## config.mk

```make
export PLATFORM = sky130hd
export DESIGN_NAME = regfile_mp_sb
export DESIGN_NICKNAME = d
export VERILOG_FILES = /design/src/rtl/regfile_mp_sb.sv
export SDC_FILE = /design/constraint.sdc
export NUM_CORES = 2
export LEC_CHECK = 0
export CAP_MARGIN = 20
export CORE_UTILIZATION = 35
export DETAILED_ROUTE_END_ITERATION = 8
export SLEW_MARGIN = 30
export SYNTH_ARGS = -nofsm -noshare
export SYNTH_HDL_FRONTEND = slang
export SYNTH_SLANG_ARGS = --single-unit
```

## constraint.sdc

```tcl
create_clock -name clk -period 38.5 [get_ports clk]
set_input_delay 3.85 -clock clk [delete_from_list [all_inputs] [get_ports clk]]
set_output_delay 3.85 -clock clk [all_outputs]
set_load 0.1 [all_outputs]
```

## src/rtl/regfile_mp_sb.sv

```systemverilog
// Multi-port integer register file with optional write-to-read bypass and a
// per-register pending-write scoreboard for decode-stage hazard detection.
//
// Handshake: there is no valid/ready pair here. Every input is sampled on
// each rising edge and has an effect only when its qualifier (wen[w] or
// iss_valid) is high; reads are combinational and never stall.
module regfile_mp_sb #(
  parameter  int XLEN     = 32,
  parameter  int NREGS    = 32,
  parameter  int NRD      = 2,
  parameter  int NWR      = 1,
  parameter  int BYPASS   = 1,
  parameter  int ZERO_REG = 1,
  localparam int AW       = $clog2(NREGS)
) (
  input  logic              clk,
  input  logic              rst,
  input  logic [NRD*AW-1:0]   raddr,
  output logic [NRD*XLEN-1:0] rdata,
  output logic [NRD-1:0]      rbusy,
  input  logic [NWR-1:0]      wen,
  input  logic [NWR*AW-1:0]   waddr,
  input  logic [NWR*XLEN-1:0] wdata,
  input  logic              iss_valid,
  input  logic [AW-1:0]     iss_rd,
  output logic              iss_conflict
);

  logic [XLEN-1:0] regs [NREGS];
  logic [NREGS-1:0] busy;
  logic [NREGS-1:0] busy_nxt;

  // Register writes; ports are visited in ascending order so the highest
  // index port wins when several target the same register.
  always_ff @(posedge clk or posedge rst) begin
    if (rst) begin
      for (int r = 0; r < NREGS; r++) regs[r] <= '0;
    end else begin
      for (int w = 0; w < NWR; w++) begin
        if (wen[w] && !(ZERO_REG != 0 && waddr[w*AW +: AW] == '0))
          regs[waddr[w*AW +: AW]] <= wdata[w*XLEN +: XLEN];
      end
    end
  end

  // Next scoreboard state: writebacks clear, a new issue sets, and the set is
  // applied last so a fresh writer to the same register keeps it pending.
  always_comb begin
    busy_nxt = busy;
    for (int w = 0; w < NWR; w++) begin
      if (wen[w]) busy_nxt[waddr[w*AW +: AW]] = 1'b0;
    end
    if (iss_valid) busy_nxt[iss_rd] = 1'b1;
    if (ZERO_REG != 0) busy_nxt[0] = 1'b0;
  end

  // Scoreboard register.
  always_ff @(posedge clk or posedge rst) begin
    if (rst) busy <= '0;
    else     busy <= busy_nxt;
  end

  // Read ports: array lookup, then same-cycle forwarding, then the hardwired
  // zero register which overrides everything. Held at zero during reset.
  always_comb begin
    logic [AW-1:0]   a;
    logic [XLEN-1:0] d;
    logic            b;
    rdata = '0;
    rbusy = '0;
    a     = '0;
    d     = '0;
    b     = 1'b0;
    for (int i = 0; i < NRD; i++) begin
      a = raddr[i*AW +: AW];
      d = regs[a];
      b = busy[a];
      if (BYPASS != 0) begin
        for (int w = 0; w < NWR; w++) begin
          if (wen[w] && waddr[w*AW +: AW] == a) begin
            d = wdata[w*XLEN +: XLEN];
            b = 1'b0;
          end
        end
      end
      if ((ZERO_REG != 0 && a == '0) || rst) begin
        d = '0;
        b = 1'b0;
      end
      rdata[i*XLEN +: XLEN] = d;
      rbusy[i]              = b;
    end
  end

  // WAW diagnostic uses the registered scoreboard, not the forwarded view.
  always_comb begin
    iss_conflict = iss_valid && busy[iss_rd] && !rst;
  end

endmodule

```

== Word level (Yosys, flattened, before mapping) ==
Cells that the tools add are included.

* Logic and storage cells: 95
* Input bits: 56
* Register bits: 1,055
* Output and inout port bits: 67

* Eq/ne operators: 2
* Bitwise gates (word level): 6
* Muxes and demuxes: 29
* Order comparisons: 10
* Reductions and logical operators: 15

{| class="wikitable"
|+ Operators with widths
! kind !! number
|-
| bitwise mux 1024 bit || 1
|-
| two-way mux 32 bit || 11
|-
| binary-select mux 32 bit (select 5 bit) || 2
|-
| demux 32 bit (select 5 bit) || 1
|-
| bitwise AND 32 bit || 1
|-
| inverter 32 bit || 1
|-
| bitwise OR 32 bit || 1
|-
| less-than comparator 5 x 6 -> 1 bit (second input constant) || 4
|-
| >= comparator 6 bit (second input constant) || 3
|-
| inverter 5 -> 6 bit || 3
|-
| binary-select mux 1 bit (select 5 bit) || 3
|-
| zero test 5 bit || 3
|-
| demux 1 bit (select 5 bit) || 2
|-
| == test 5 bit || 2
|-
| >= comparator 5 x 1 -> 1 bit (second input constant) || 2
|-
| two-way mux 1 bit || 9
|-
| logical AND 1 bit || 8
|-
| less-than comparator 6 x 1 -> 1 bit (second input constant) || 1
|-
| zero test 1 bit || 2
|-
| logical OR 1 bit || 2
|}

== Longest topological paths before layout ==
* Word-level depth: 9
* Gate-level depth with buffers: 9
* Mapped depth without buffers: 5

== Worst setup path before layout ==
OpenSTA, ideal clock, no wires.

* Kind: input to output
* From: input rst
* To: output rbusy[0]
* Required time: 34.650 ns
* Stages on the path: 7
* Arrival time: 29.369 ns
* Path buffers: 2
* Path slack: 5.281 ns
* Path through: inv_1 > o21ai_1 > o21ba_1 > buf_6 > clkbuf_1 > nand2_1 > o2bb2ai_1

* Word-level cells in the longest chain between the ends: 2

{| class="wikitable"
|+ Ends and longest elaborated chain
! element !! line !! RTL
|-
| start: declaration || 17 || <nowiki>input logic rst,</nowiki>
|-
| logical OR 1 bit || 86 || <nowiki>if ((ZERO_REG != 0 && a == '0) || rst) begin</nowiki>
|-
| two-way mux 1 bit || 86 ||
|-
| end: declaration || 20 || <nowiki>output logic [NRD-1:0] rbusy,</nowiki>
|}

No other way between the ends.

== Final worst setup path ==
* From: input raddr[5]
* To: output rdata[51]

* Word-level cells in the longest chain between the ends: 6
* Elaborated cells on any way between the ends: 10
* Those cells by class: eq/ne: 1; mux: 5; bitwise: 1; reduce/logical: 3

{| class="wikitable"
|+ Ends and longest elaborated chain
! element !! line !! RTL
|-
| start: declaration || 18 || <nowiki>input logic [NRD*AW-1:0] raddr,</nowiki>
|-
| inverter 5 -> 6 bit (not written as such) || 76 || <nowiki>d = regs[a];</nowiki>
|-
| binary-select mux 32 bit (select 5 bit) || 76 ||
|-
| two-way mux 32 bit (not written as such) (2 in series) || 76 ||
|-
| two-way mux 32 bit || 80 || <nowiki>if (wen[w] && waddr[w*AW +: AW] == a) begin</nowiki>
|-
| two-way mux 32 bit * || 86 ||
|-
| end: declaration || 19 || <nowiki>output logic [NRD*XLEN-1:0] rdata,</nowiki>
|}

Every way passes the cells marked *; elsewhere a longest branch is shown, timed or not. The select of a mux whose other input is x is not followed.

==> results.ini <==
[placement]
place_hpwl_um=103600
port_buffers=122
gp_congestion=0.7949

[min_path]
whs_path_depth=0
hold_end=regs[1008]
hp-start=regs[1008]
hold_path_class=reg2reg

[sta]
min_period_over_period=0.3231
max_freq_mhz=80.40
fin_crit_ns=12.44
fin_worst_skew_ns=0
tightestPinTransition_ns=1.083
setup_violations=0
rsz0062_at_grt=false
slew_viol_final=0
fin_setup_tns_ns=0
slew_headroom=0.2763
hold_viol=0

[power]
power_frac_seq=0.434
total_power_mw=3.403
clkPwrFrac=0.353
p_leak_nw=27.25
netSwitchingFraction=0.2845
comb_power_share=0.212
power_switching_mw=0.9684
intPower_mw=2.435
power_density_nw_per_um2=53.01
irDropWorstVdd_mv=0.03688

[synthesis]
yosysSeqAreaShare=0.4639
mappedNetlistArea_um2=56910
syn_inst=3844
avgSynthCellArea_um2=14.81
syn_nets=3900
synth_fa_ha_area_frac=0
synth-seq-cells=1055
async_flop_share=1.000
synth_top_family_by_area=multiplexers
yosys_warnings=0
ys_types=51
synthXorXnorAreaFrac=0.001539
ys.flop_type=dfrtp_1
synth_compound_area_frac=0.05797
synth-simple-area-share=0.01726
synthMuxAreaShare=0.4243
synth_edf_count=0

[routing]
dr.pass1.iters=5
vias=36700
ant_nets=0
wl_per_cell_um=31.12
drt_iter0_drc=3802
routed_wl_um=187100
drc_errors=0
avgViaCountPerCell=6.105

[finish]
fill_cells=14750
fin_nets=3803
multi_input_area_um2=28850
drive_above_1_share=0.4808
area_growth_pct=12.82
ff_latch_area_um2=26400

[global_route]
track_usage=0.2285
grt_pass1_vias=37360
grt_max_degree=184
antenna_found_initial=14
grt_overflow=0
grt_pass1_wl_um=273300

[run]
drv_cap=0

[clock_network]
numCtsBuffers=115
ctsLongestPathBuffers=3
cts_tree=built
cts-root-buf=clkbuf_16
h-tree-depth=3
postCtsSetupBuffers=0
clock_sinks=1055
clock_latency_ns=0.75
post_cts_resize_count=0
cts_hold_buf=0
path_clk_slew_ns=0.06

[floorplan]
die_y_um=405.2
fp.coreArea_um2=160900
ios=123
die_area_um2=164200
initial_core_util=0.3536
num_rows=147
die_width_um=405.2

[worst_setup_path]
arrival_ns=8.59
r2r_start=regs[127]
cp_cell_sequence=buf_8, buf_4, xnor2_1, nand4_1, nor2_1, and2_2, buf_4, a211o_1, clkdlybuf4s50_1
r2r-end=regs[127]
critPathRequiredTime_ns=34.65
critPathSlowestCell=clkdlybuf4s50_1
critPathMaxFanout=61
crit_type=in2out
crit_buf_inv=4
rr_worst_depth=1
cp_top_family=buffers and inverters
r2r_slack_ns=37.67
crit_path_start=raddr[5]
cp-start-kind=input port
critPathMaxStageDelay_ns=1.19
critical_path.most_common_cell=buf_4
endpoint_kind=output port

[status]
outcome=completed

-- metrics by stage --
| stage | std cells | setup slack [ns] | area, µm² | utilization | hold WS (ns) |
|---|---|---|---|---|---|
| after floorplan | 3844 | 4.901 | 56910 | - | 0.4413 |
| after global placement | 5786 | 25.98 | 59970 | 0.3726 | 0.3820 |
| after detailed placement | 5788 | 25.95 | 60010 | 0.3729 | 0.3839 |
| after CTS | 6004 | 25.95 | 64120 | 0.3984 | 0.3990 |
| after global routing | 6006 | 25.79 | 64190 | 0.3989 | 0.4121 |
| final | 6011 | 26.06 | 64210 | 0.3990 | 0.3990 |
-- cell families (layout without fill, tap and decap cells) --
group / count (synthesis) / after routing
simple gates: 191 / 191
mux: 1704 / 1704
other cells: 0 / 5
buf+inv: 445 / 447
flops: 1055 / 1055
compound gates: 439 / 439
xor+xnor: 10 / 10
-- worst max path at each step --
| stage | end | slack, ns | cells past startpoint |
|---|---|---|---|
| 2_1_floorplan | busy[10] | 4.90 | 1 |
| 3_5_place_dp | rdata[29] | 25.95 | 7 |
| 6_report | rdata[51] | 26.06 | 9 |
| 4_1_cts | rdata[55] | 25.95 | 9 |
| 3_3_place_gp | rdata[55] | 25.98 | 9 |
| 5_1_grt | rdata[55] | 25.79 | 10 |
-- synthesized netlist by cell type (all sizes together), types with 10 or more instances --
cell type  count  area share
a221oi        72       0.011
o22ai         38      0.0042
mux4         465        0.18
a21oi         35      0.0031
nor2          45      0.0031
a22o          16      0.0025
a211oi        60      0.0079
buf          224       0.020
o21ai         40      0.0035
nand2         44      0.0029
nor2b         37      0.0041
nand3         19      0.0017
a22oi         75      0.0099
mux2i        222       0.039
xnor2         10      0.0015
a211o         31      0.0048
clkbuf       217       0.014
mux2        1017        0.20
dfrtp       1055        0.46
a32o          30      0.0053
o21bai        30      0.0040
-- flip-flops by register name, summed over array words and instances (netlist names) --
name,count
busy,31
regs,1024
-- layout by cell type (no fill, tap or decap), types with 38 or more instances in the layout --
master and n:
mux2i_1 222, dfrtp_1 1055, a221oi_1 72, a22oi_1 75, buf_4 91, clkbuf_16 116
mux4_2 465, clkdlybuf4s50_1 97, a211oi_1 60, mux2_2 1008, o22ai_1 38
-- power groups by stage --
stage          Clock (mW)  Combinational [mW]  Sequential (mW)
3_5_place_dp            0               0.723             1.49
2_1_floorplan           0               0.582             1.44
4_1_cts              1.22               0.725             1.47
3_3_place_gp            0               0.711             1.48
5_1_grt              1.27               0.769             1.51
6_report             1.20               0.723             1.48
-- layer usage --
metal | part of all wire | GRT usage | vias up
met5 | 0.00017 | 0 | -
met1 | 0.43 | 0.3186 | 20170
met3 | 0.076 | 0.04195 | 327
met2 | 0.46 | 0.3554 | 1381
li1 | - | - | 14820
met4 | 0.035 | 0.08200 | 6
-- cell type report --
cell class                 count  area share
antenna                        5   0.0001949
clock buffer                 169     0.05314
clock inverter                47     0.01093
inverter                       4   0.0003508
multi-input combinational   2344      0.4493
sequential                  1055      0.4112
tap                         2160     0.04209
timing repair buffer         227     0.03284
Power figures use the tool's default switching activity.
